### src/rtl/mod_check_pkg.sv
// Shared types and width helpers for the modulus-check scheduler.
package mod_check_pkg;

    typedef enum logic [1:0] {
        IDLE  = 2'd0,
        SHIFT = 2'd1,
        RESP  = 2'd2
    } state_t;

    // Requester index width; a single requester still gets a 1-bit id.
    function automatic int id_width(input int num_req);
        return (num_req > 1) ? $clog2(num_req) : 1;
    endfunction

    // Stored remainder width; values 0..divisor-1.
    function automatic int rem_width(input int divisor);
        return $clog2(divisor);
    endfunction

    // Bit counter width; must be able to hold the value width itself.
    function automatic int cnt_width(input int width);
        return $clog2(width + 1);
    endfunction

endpackage

### src/rtl/serial_mod_engine.sv
// Bit-serial remainder engine: folds one bit per enabled cycle into r mod DIVISOR.
module serial_mod_engine
    import mod_check_pkg::*;
#(
    parameter int DIVISOR = 3
) (
    input  logic                            clk,
    input  logic                            resetn,
    input  logic                            clr,
    input  logic                            bit_en,
    input  logic                            bit_in,
    output logic [rem_width(DIVISOR)-1:0]   rem,
    output logic                            is_zero
);

    localparam int RW = rem_width(DIVISOR);
    localparam int EW = RW + 1;
    localparam logic [EW-1:0] DIV_W = EW'(DIVISOR);

    logic [EW-1:0] doubled;
    logic [EW-1:0] reduced;

    // 2r+b never reaches 2*DIVISOR, so one conditional subtract brings it back in range.
    always_comb begin
        doubled = {rem, bit_in};
        reduced = (doubled >= DIV_W) ? (doubled - DIV_W) : doubled;
    end

    // Remainder register: cleared at the start of each word, stepped once per bit.
    always_ff @(posedge clk or negedge resetn) begin
        if (!resetn) begin
            rem <= '0;
        end else if (clr) begin
            rem <= '0;
        end else if (bit_en) begin
            rem <= reduced[RW-1:0];
        end
    end

    assign is_zero = (rem == '0);

endmodule

### src/rtl/mod_check_scheduler.sv
// Round-robin front end sharing one serial modulus engine among NUM_REQ requesters.
//
//   state | meaning
//   IDLE  | waiting for any req_valid; grants the rotate-priority winner this cycle
//   SHIFT | feeding the captured word MSB-first into the engine, one bit per cycle
//   RESP  | result presented on rsp_*; held until rsp_ready
module mod_check_scheduler
    import mod_check_pkg::*;
#(
    parameter int NUM_REQ = 4,
    parameter int WIDTH   = 8,
    parameter int DIVISOR = 3
) (
    input  logic                              clk,
    input  logic                              resetn,
    input  logic [NUM_REQ-1:0]                req_valid,
    input  logic [NUM_REQ*WIDTH-1:0]          req_data,
    output logic [NUM_REQ-1:0]                req_ready,
    output logic                              rsp_valid,
    output logic [id_width(NUM_REQ)-1:0]      rsp_id,
    output logic                              rsp_div,
    output logic [rem_width(DIVISOR)-1:0]     rsp_rem,
    input  logic                              rsp_ready,
    output logic                              busy
);

    localparam int IW = id_width(NUM_REQ);
    localparam int RW = rem_width(DIVISOR);
    localparam int CW = cnt_width(WIDTH);
    localparam logic [CW-1:0] LAST_CNT = CW'(WIDTH - 1);
    localparam logic [IW-1:0] LAST_ID  = IW'(NUM_REQ - 1);

    state_t          state;
    logic [IW-1:0]   ptr;
    logic [IW-1:0]   cur_id;
    logic [IW-1:0]   winner;
    logic            found;
    logic            grant_en;
    logic [WIDTH-1:0] shift_reg;
    logic [CW-1:0]   count;
    logic [RW-1:0]   eng_rem;
    logic            eng_zero;

    // Rotate-priority scan: indices ptr..NUM_REQ-1 first, then 0..ptr-1.
    always_comb begin
        found  = 1'b0;
        winner = '0;
        for (int i = 0; i < NUM_REQ; i++) begin
            if (!found && req_valid[i] && (i >= int'(ptr))) begin
                found  = 1'b1;
                winner = IW'(i);
            end
        end
        for (int i = 0; i < NUM_REQ; i++) begin
            if (!found && req_valid[i] && (i < int'(ptr))) begin
                found  = 1'b1;
                winner = IW'(i);
            end
        end
    end

    // Ready is held low during reset even though state already reads IDLE.
    assign grant_en = resetn && (state == IDLE) && found;

    // One-hot accept toward the winning requester.
    always_comb begin
        req_ready = '0;
        for (int i = 0; i < NUM_REQ; i++) begin
            req_ready[i] = grant_en && (winner == IW'(i));
        end
    end

    serial_mod_engine #(
        .DIVISOR (DIVISOR)
    ) u_engine (
        .clk     (clk),
        .resetn  (resetn),
        .clr     (grant_en),
        .bit_en  (state == SHIFT),
        .bit_in  (shift_reg[WIDTH-1]),
        .rem     (eng_rem),
        .is_zero (eng_zero)
    );

    // Sequencer: capture on grant, shift WIDTH bits, present result, rotate pointer on handshake.
    always_ff @(posedge clk or negedge resetn) begin
        if (!resetn) begin
            state     <= IDLE;
            ptr       <= '0;
            cur_id    <= '0;
            shift_reg <= '0;
            count     <= '0;
            rsp_valid <= 1'b0;
            rsp_id    <= '0;
            busy      <= 1'b0;
        end else begin
            case (state)
                IDLE: begin
                    if (found) begin
                        shift_reg <= req_data[int'(winner)*WIDTH +: WIDTH];
                        cur_id    <= winner;
                        count     <= '0;
                        busy      <= 1'b1;
                        state     <= SHIFT;
                    end
                end
                SHIFT: begin
                    shift_reg <= shift_reg << 1;
                    count     <= count + CW'(1);
                    if (count == LAST_CNT) begin
                        state     <= RESP;
                        rsp_valid <= 1'b1;
                        rsp_id    <= cur_id;
                    end
                end
                RESP: begin
                    if (rsp_ready) begin
                        state     <= IDLE;
                        rsp_valid <= 1'b0;
                        rsp_id    <= '0;
                        busy      <= 1'b0;
                        ptr       <= (cur_id == LAST_ID) ? '0 : (cur_id + IW'(1));
                    end
                end
                default: begin
                    state <= IDLE;
                end
            endcase
        end
    end

    // Engine holds its final remainder through RESP; outside RESP the result port reads zero.
    assign rsp_div = rsp_valid & eng_zero;
    assign rsp_rem = rsp_valid ? eng_rem : '0;

endmodule

### config.mk
export PLATFORM = sky130hd
export DESIGN_NAME = mod_check_scheduler
export DESIGN_NICKNAME = d
export VERILOG_FILES = /design/src/rtl/mod_check_pkg.sv /design/src/rtl/serial_mod_engine.sv /design/src/rtl/mod_check_scheduler.sv
export SDC_FILE = /design/constraint.sdc
export NUM_CORES = 1
export LEC_CHECK = 0
export CAP_MARGIN = 20
export CORE_AREA = 2 2 83 85
export CTS_BUF_LIST = sky130_fd_sc_hd__clkbuf_4 sky130_fd_sc_hd__clkbuf_8 sky130_fd_sc_hd__clkbuf_16
export DETAILED_ROUTE_END_ITERATION = 7
export DIE_AREA = 0 0 85 87
export SLEW_MARGIN = 0
export SYNTH_ARGS = -nofsm -noshare
export SYNTH_HDL_FRONTEND = slang
export SYNTH_SLANG_ARGS = --single-unit
### constraint.sdc
create_clock -name clk -period 4.24 [get_ports clk]
set_clock_uncertainty 0.15 [all_clocks]
set_input_delay 0.636 -clock clk [delete_from_list [all_inputs] [get_ports clk]]
set_output_delay 0.636 -clock clk [all_outputs]
set_load 0.1 [all_outputs]
==> metrics.txt, run 1 <==
Crit path largest cell delay=0.54 ns; number of global-route vias before repair=1343; DIE HEIGHT=just under 90 µm; area share of the largest cell type after synthesis=about two fifths; area grow syn2layout=36.4%; CP required=3.45 ns; Top Family by Delay on Critical Path=simple AND/OR/NAND/NOR gates; most frequent cell after synthesis=dfrtp_1; final core utilization=approximately a third; row cnt=30; Synth Area per Inst=9.78 µm²; RSZ-0062 raised after global routing=no; wire per inst=13.8 µm; fin area=~2100 µm²; area of placed instances=2110 µm²; worst-path cell chain=clkdlybuf4s50_1, nand2b_2, a21o_1, and3_1, nor2b_1, buf_4; CTS Buf Count=3; Place WS=0.948 ns; starting density of the core=24.0%; simple-gate area share of the yosys netlist=around 26%; htree depth=1; clock slew at reported path FFs=0.07 ns; Hold WC Path Type=flop to flop; Post-DP HPWL=about 3000 µm; Post-synth top cells=dfrtp_1 (24), nand2_1 (19), nor2_1 (11); residual DRC count=0; Die Width=between 80 and 90 µm; #FFs+latches synth=24; die area=7400 µm²; pwr dens=703 nW/µm²; Pre-antenna DRT Iters=4; Post-Syn Instances=161; Final Power=~1.5 mW; Resized cells post-CTS=0; Max-Cap Viols=0; Core ar.=6570 µm²; Fin Setup TNS=0 ns; setup ws final=0.967 ns; outcome=finished clean; Worst Path Buf+Inv=2; Root Buffer=clkbuf_8; DRT iter0 DRCs=70; slowest cell on the critical path=clkdlybuf4s50_1; largest family of logic cells by synthesized area=compound AO/OA/AOI/OAI gates; Post-Synth Adder-Cell Area=2.38%; Post-synth EDFFs=0; data arrival time of the worst path=2.49 ns; worst vdd ir=0.000559 V; Clock Tree Buf Depth=2; xor-xnor portion of the synthesized cell area=0%; Mapped Area=1570 µm²; leakage=0.860 nW; Reg2Reg Setup Slack=2.24 ns; met3 wire length=123 µm; Worst Path Max Fanout=9; # port buffers=49; Synth cell types=between 40 and 50; Register Area=601 µm²; NumNets Final=252; Ports=50; Seq/Total Area, Yosys=38.2%; Synth Flop Type=dfrtp_1; fraction of final layout cells with drive strength greater than 1=19.2%; crit share post-route=77.2%; Setup crit start kind=primary input; largest net degree at the start of global routing=27; postcts setup bufs=0; Largest register FFs=8; highest routing layer actually used=met4; Slew Limit Fails=0; area of the multi-input gates=910 µm²; FMAX=306 MHz; final wirelength=3970 µm; vias=approximately 1.4k; overall track demand over capacity in global routing=10.8%; post-synthesis compound-gate area fraction=28.7%; synth warn=0; GP Congestion=0.762; top cell type by total area after synthesis=dfrtp_1; fill count=~670; Setup Viol. Count Final=0; Clock Sinks=24; CTS tree=built; initial antenna violation count=0; clk_lat worst skew=0.26 ns; worst rel slew slack=35.3%; Final Hold Fails=0; remaining global-route overflow=0; # hold bufs at CTS=0; Via density=approximately 5; Mapped Nets=203; crit path time final=3.27 ns; Area contributors post-synth=dfrtp_1 (38%), o211ai_2 (5.6%), nand2_1 (4.5%); ys async rst share=100%; Worst setup EP type=primary output; Antenna diodes=0; Setup CP Type=primary input to primary output; Least-Margin Pin Slew=roughly 0.97 ns; first-pass GRT wire length=~6500 µm; Final ANT Viol Nets=0; routed length on met1=1840 µm; multiplexer area fraction after synthesis=less than 1%; Met2 Routed Length=between 1500 and 2000 µm
final timing paths:
check / start / to / cells after the start
max: req_valid[0] / req_ready[3] / 6
min: busy$_DFFE_PN0P_ / busy$_DFFE_PN0P_ / 2
max reg2reg: ptr[1]$_DFFE_PN0P_ / shift_reg[7]$_DFFE_PN0P_ / 5
min reg2reg: busy$_DFFE_PN0P_ / busy$_DFFE_PN0P_ / 2
max in group asynchronous: resetn / count[3]$_DFFE_PN0P_ / 2
min in group asynchronous: resetn / cur_id[0]$_DFFE_PN0P_ / 2
layer usage:
metal  global-route usage, %  vias up
met3                   0.948        6
met2                    17.3       38
met5                       0        -
met1                    14.9      670
met4                    5.05        0
li1                        -      706
stage by stage:
stage / hold WS (ns) / instances
after floorplan: 0.190 / 161
after global placement: 0.325 / 285
after detailed placement: 0.332 / 285
after CTS: 0.353 / 288
after global routing: 0.359 / 288
final: 0.346 / 288
cell type report:
cell class	instances	area share, %
clock buffers	3	1.92
repair buffers	50	22.7
flip-flops and latches	24	28.0
multi-input cells	129	42.4
inverters	2	0.350
well taps	80	4.66
cells by family after synthesis:
family / count (synthesis)
compound gates: 56
mux: 1
fa+ha+maj: 3
simple gates: 69
flops: 24
buf+inv: 8
cells in the final DEF, fill, tap and decap left out, types with 5 or more instances in the layout:
cell and count:
a21oi_1 5, a221oi_1 6, a22oi_1 7, and3_1 7, buf_4 5, clkdlybuf4s50_1 45
dfrtp_1 24, nand2_1 19, nand3_2 7, nor2_1 11, o211ai_2 7, o21ai_0 8
where the power goes:
part	total, mW	leakage (nW)	switching, mW	internal (mW)
Sequential	0.433	0.298	0.106	0.328
Clock	0.130	0.0216	0.0670	0.0635
Combinational	0.946	0.540	0.618	0.328
worst min-delay path: cells and delay by family (launching register included):
family / cells / cell delay [ns]
flip-flops: 1 / 0.35
AND/OR/NAND/NOR: 2 / 0.12
Power figures use the tool's default switching activity.
==> run 2: changes to the inputs <==
==> constraint.sdc (replaced) <==
create_clock -name clk -period 2.7 [get_ports clk]
set_clock_uncertainty 0.15 [all_clocks]
set_input_delay 0.405 -clock clk [delete_from_list [all_inputs] [get_ports clk]]
set_output_delay 0.405 -clock clk [all_outputs]
set_load 0.1 [all_outputs]
==> metrics.txt, run 2 (synthesized netlist as in run 1, its figures left out) <==
Setup CP Type=primary input to primary output; clock slew at reported path FFs=0.09 ns; Setup Viol. Count Final=0; Fin Setup TNS=0 ns; Crit path largest cell delay=between 0.5 and 0.6 ns; worst hold margin=0.362 ns; data arrival time of the worst path=around 2 ns; Post-DP HPWL=3090 µm; NumNets Final=262; worst vdd ir=0.000949 V; Clock Tree Buf Depth=2; leakage=0.937 nW; Final Power=2.47 mW; Top Family by Delay on Critical Path=simple AND/OR/NAND/NOR gates; Clock Sinks=24; # port buffers=49; Resized cells post-CTS=0; Reg2Reg Setup Slack=~0.75 ns; # hold bufs at CTS=0; overall track demand over capacity in global routing=11.2%; clk_lat worst skew=0.27 ns; Worst setup EP type=primary output; fraction of final layout cells with drive strength greater than 1=about 29%; worst setup path endpoint=req_ready[0]; residual DRC count=0; Critical R2R Capture=shift_reg[3]$_DFFE_PN0P_; htree depth=1; FMAX=just under 400 MHz; CP Depth=6; Worst Path Buf+Inv=2; number of global-route vias before repair=1374; Root Buffer=clkbuf_8; first-pass GRT wire length=between 6000 and 7000 µm; CTS Buf Count=3; worst rel slew slack=62.3%; R2R depth=6; Via density=4.94; Final Hold Fails=0; commonest non-fill, non-tap cell in the layout=clkdlybuf4s50_1; remaining global-route overflow=0; largest net degree at the start of global routing=26; worst-path cell chain=clkdlybuf4s50_1, or4_4, and2_4, nand2_2, nor2b_2, buf_12; CTS tree=built; r2r startpoint=ptr[1]$_DFFE_PN0P_; Pre-antenna DRT Iters=4; area grow syn2layout=45.1%; starting density of the core=approximately a quarter; crit share post-route=between 90% and 100%; row cnt=30; crit path time final=2.53 ns; Setup crit start kind=primary input; outcome=finished clean; initial antenna violation count=0; Die Width=85 µm; pwr dens=1080 nW/µm²; final core utilization=between 30% and 40%; DIE HEIGHT=87 µm; Largest register FFs=8; die area=between 7000 and 8000 µm²; Worst Path Max Fanout=8; final wirelength=~4000 µm; Hold WC Path Type=flop to flop; vias=1476; Ports=50; Worst Setup SP=req_valid[1]; CP required=about 2.1 ns; Final ANT Viol Nets=0; GP Congestion=around 0.76; Antenna diodes=0; slowest cell on the critical path=clkdlybuf4s50_1; DRT iter0 DRCs=73; most frequent cells in the layout=clkdlybuf4s50_1 (38), dfrtp_1 (24), nand2_1 (19); Max-Cap Viols=0; wire per inst=13.6 µm; Least-Margin Pin Slew=roughly 0.56 ns; RSZ-0062 raised after global routing=no; Slew Limit Fails=0; postcts setup bufs=0; Core ar.=6570 µm²
[run 2: cell count changes in the layout (fill, tap and decap cells not counted)]
cell and change:
clkdlybuf4s50_1 -7, buf_4 +13, nor2b_2 +3, nor3b_2 +1, nor3b_1 -1, nor2b_1 -3
nor2_2 +1, nor2_1 -1, buf_12 +4, clkbuf_8 +1
[run 2: per-layer routing]
metal  global-route usage, %  vias to the layer above  share of wire [%]
li1                        -                      730                  -
met2                    17.3                       43                 47
met1                    16.0                      697                 47
met5                       0                        -                  0
met4                    4.33                        0                1.9
met3                    1.42                        6                3.8
[run 2: worst reg2reg max path, delay by kind of cell (launching register included)]
kind                   cells  cell delay, ns
AO/OA/AOI/OAI              4            0.86
AND/OR/NAND/NOR            1            0.06
buffers and inverters      1            0.19
flip-flops                 1            0.57
[run 2: final cells by class]
class	count	area [µm²]
inverters	2	7.51
repair buffers	60	596
clock buffers	4	55.1
fillers	685	4290
multi-input cells	129	925
flip-flops and latches	24	601
well taps	80	100
[run 2: worst min path at each step]
stage / start / end / cells past startpoint
CTS: busy$_DFFE_PN0P_ / busy$_DFFE_PN0P_ / 2
global route: count[2]$_DFFE_PN0P_ / count[2]$_DFFE_PN0P_ / 1
floorplan: resetn / busy$_DFFE_PN0P_ / 0
finish: count[2]$_DFFE_PN0P_ / count[2]$_DFFE_PN0P_ / 1
detailed placement: busy$_DFFE_PN0P_ / busy$_DFFE_PN0P_ / 2
global placement: busy$_DFFE_PN0P_ / busy$_DFFE_PN0P_ / 2
[run 2: metrics by stage]
step	instance area (µm²)	cells	worst slack [ns]
2_1_floorplan	1590	161	-0.139
3_3_place_gp	2230	295	0.204
3_5_place_dp	2230	295	0.174
4_1_cts	2280	299	0.169
5_1_grt	2280	299	0.109
6_report	2280	299	0.173
[run 2: where the power goes]
group	internal (mW)	switching (mW)
Combinational	0.555	0.983
Sequential	0.514	0.168
Clock	0.130	0.118
==> run 3: changes to the inputs <==
--- a/config.mk
+++ b/config.mk
@@ -6,10 +6,14 @@
 export NUM_CORES = 1
 export LEC_CHECK = 0
 export CAP_MARGIN = 20
+export CELL_PAD_IN_SITES_DETAIL_PLACEMENT = 1
+export CELL_PAD_IN_SITES_GLOBAL_PLACEMENT = 2
 export CORE_AREA = 2 2 83 85
 export CTS_BUF_LIST = sky130_fd_sc_hd__clkbuf_4 sky130_fd_sc_hd__clkbuf_8 sky130_fd_sc_hd__clkbuf_16
 export DETAILED_ROUTE_END_ITERATION = 7
 export DIE_AREA = 0 0 85 87
+export HOLD_SLACK_MARGIN = 0.1
+export PLACE_DENSITY_LB_ADDON = 0.1
 export SLEW_MARGIN = 0
 export SYNTH_ARGS = -nofsm -noshare
 export SYNTH_HDL_FRONTEND = slang
==> metrics.txt, run 3 (synthesized netlist as in run 1, its figures left out) <==
Resized cells post-CTS=0; remaining global-route overflow=0; Worst setup EP type=primary output; busiest metal layer after global routing=met2; Setup Viol. Count Final=0; NumNets Final=263; most frequent cells in the layout=clkdlybuf4s50_1 (38), dfrtp_1 (24), nand2_1 (19), buf_4 (19), nor2_1 (10); CTS tree=built; Via density=5.06; Ports=50; Core ar.=6570 µm²; # hold bufs at CTS=0; postcts setup bufs=0; largest net degree at the start of global routing=26; NetSw=1.31 mW; Gate power share=62.6%; crit share post-route=93.8%; min-delay src=busy$_DFFE_PN0P_; Setup crit start kind=primary input; initial antenna violation count=0; Antenna diodes=0; clk_lat worst skew=0.27 ns; setup ws final=0.168 ns; worst vdd ir=0.00100 V; number of global-route vias before repair=1685; Slew Limit Fails=0; FMAX=395 MHz; crit path time final=2.53 ns; commonest non-fill, non-tap cell in the layout=clkdlybuf4s50_1; Largest register FFs=8; Clock Sinks=24; pwr dens=roughly 1100 nW/µm²; DRT iter0 DRCs=73; wire per inst=~16 µm; clock slew at reported path FFs=0.09 ns; Worst Path Buf+Inv=2; overall track demand over capacity in global routing=14.5%; Final Hold Fails=0; final wirelength=about 4900 µm; Die Width=85 µm; die area=around 7400 µm²; r2r startpoint=state[1]$_DFFE_PN0P_; data arrival time of the worst path=1.98 ns; residual DRC count=0; htree depth=1; DIE HEIGHT=87 µm; CP required=between 2 and 2.5 ns; leakage=0.941 nW; met3 Usage GRT=2.27%; Fin Setup TNS=0 ns; Pre-antenna DRT Iters=4; Worst Path Max Fanout=5; row cnt=30; Post-DP HPWL=3890 µm; routing usage on met2=24.6%; GP Congestion=around 0.71; starting density of the core=around a quarter; Max-Cap Viols=0; Clock Tree Buf Depth=2; worst rel slew slack=slightly below 60%; Crit path largest cell delay=between 0.5 and 0.6 ns; RSZ-0062 raised after global routing=no; M1 GR Usage=18.9%; Internal=approximately 1.2 mW; sw frac=52.1%; Least-Margin Pin Slew=0.606 ns; Top Family by Delay on Critical Path=simple AND/OR/NAND/NOR gates; fraction of final layout cells with drive strength greater than 1=between 20% and 30%; Hold WC Path Type=flop to flop; Place WS=roughly 0.15 ns; vias=~1.5k; first-pass GRT wire length=8410 µm; Worst Setup SP=req_valid[2]; fill count=737; outcome=finished clean; Clock Power Share=10.0%; area grow syn2layout=45.5%; Final ANT Viol Nets=0; Setup CP Type=primary input to primary output; Root Buffer=clkbuf_8; CTS Buf Count=3; Flop pwr share=27.4%; slowest cell on the critical path=or4_4; # port buffers=49; worst-path cell chain=clkdlybuf4s50_1, or4_4, and2_4, nand2_2, nor2b_2, buf_12
-- run 3: worst min-delay path: stages, from the launching register on --
cell and delay (ns):
dfrtp_1 0.35, nand2_1 0.05, nand2_1 0.05
-- run 3: through the flow --
step	total power [mW]	cell area, µm²	std cells	util, %	hold slack [ns]
floorplan	1.88	1590	161	-	-0.0406
global placement	2.25	2240	296	34.0	0.309
detailed placement	2.29	2240	296	34.0	0.316
CTS	2.55	2290	300	34.9	0.338
global route	2.73	2290	300	34.9	0.403
finish	2.52	2290	300	34.9	0.331
-- run 3: power by group through the flow --
stage	Combinational (mW)	Clock (mW)	Sequential (mW)
2_1_floorplan	1.06	0	0.822
3_3_place_gp	1.57	0	0.684
3_5_place_dp	1.60	0	0.698
4_1_cts	1.60	0.260	0.691
5_1_grt	1.73	0.277	0.726
6_report	1.58	0.252	0.691
-- run 3: metal layers --
metal  up-vias  share of wire (%)
li1        727                  -
met1       750                 46
met2        35                 49
met3         5                3.3
met4         0                1.4
met5         -                  0
-- run 3: final cells by class --
class                   count  area (µm²)  area share [%]
well taps                  80         100            4.37
flip-flops and latches     24         601            26.2
clock buffers               4        55.1            2.40
multi-input cells         129         925            40.4
inverters                   2        7.51           0.328
repair buffers             61         603            26.3
-- run 3: worst paths after layout --
kind / cells after the start / end / slack, ns
worst max-delay path: 6 / req_ready[0] / 0.17
min in group asynchronous: 2 / rsp_id[0]$_DFFE_PN0P_ / 0.47
worst min-delay path: 2 / busy$_DFFE_PN0P_ / 0.33
max in group asynchronous: 2 / cur_id[1]$_DFFE_PN0P_ / 1.68
worst max register to register: 3 / rsp_id[0]$_DFFE_PN0P_ / 0.71
worst min register to register: 2 / busy$_DFFE_PN0P_ / 0.33
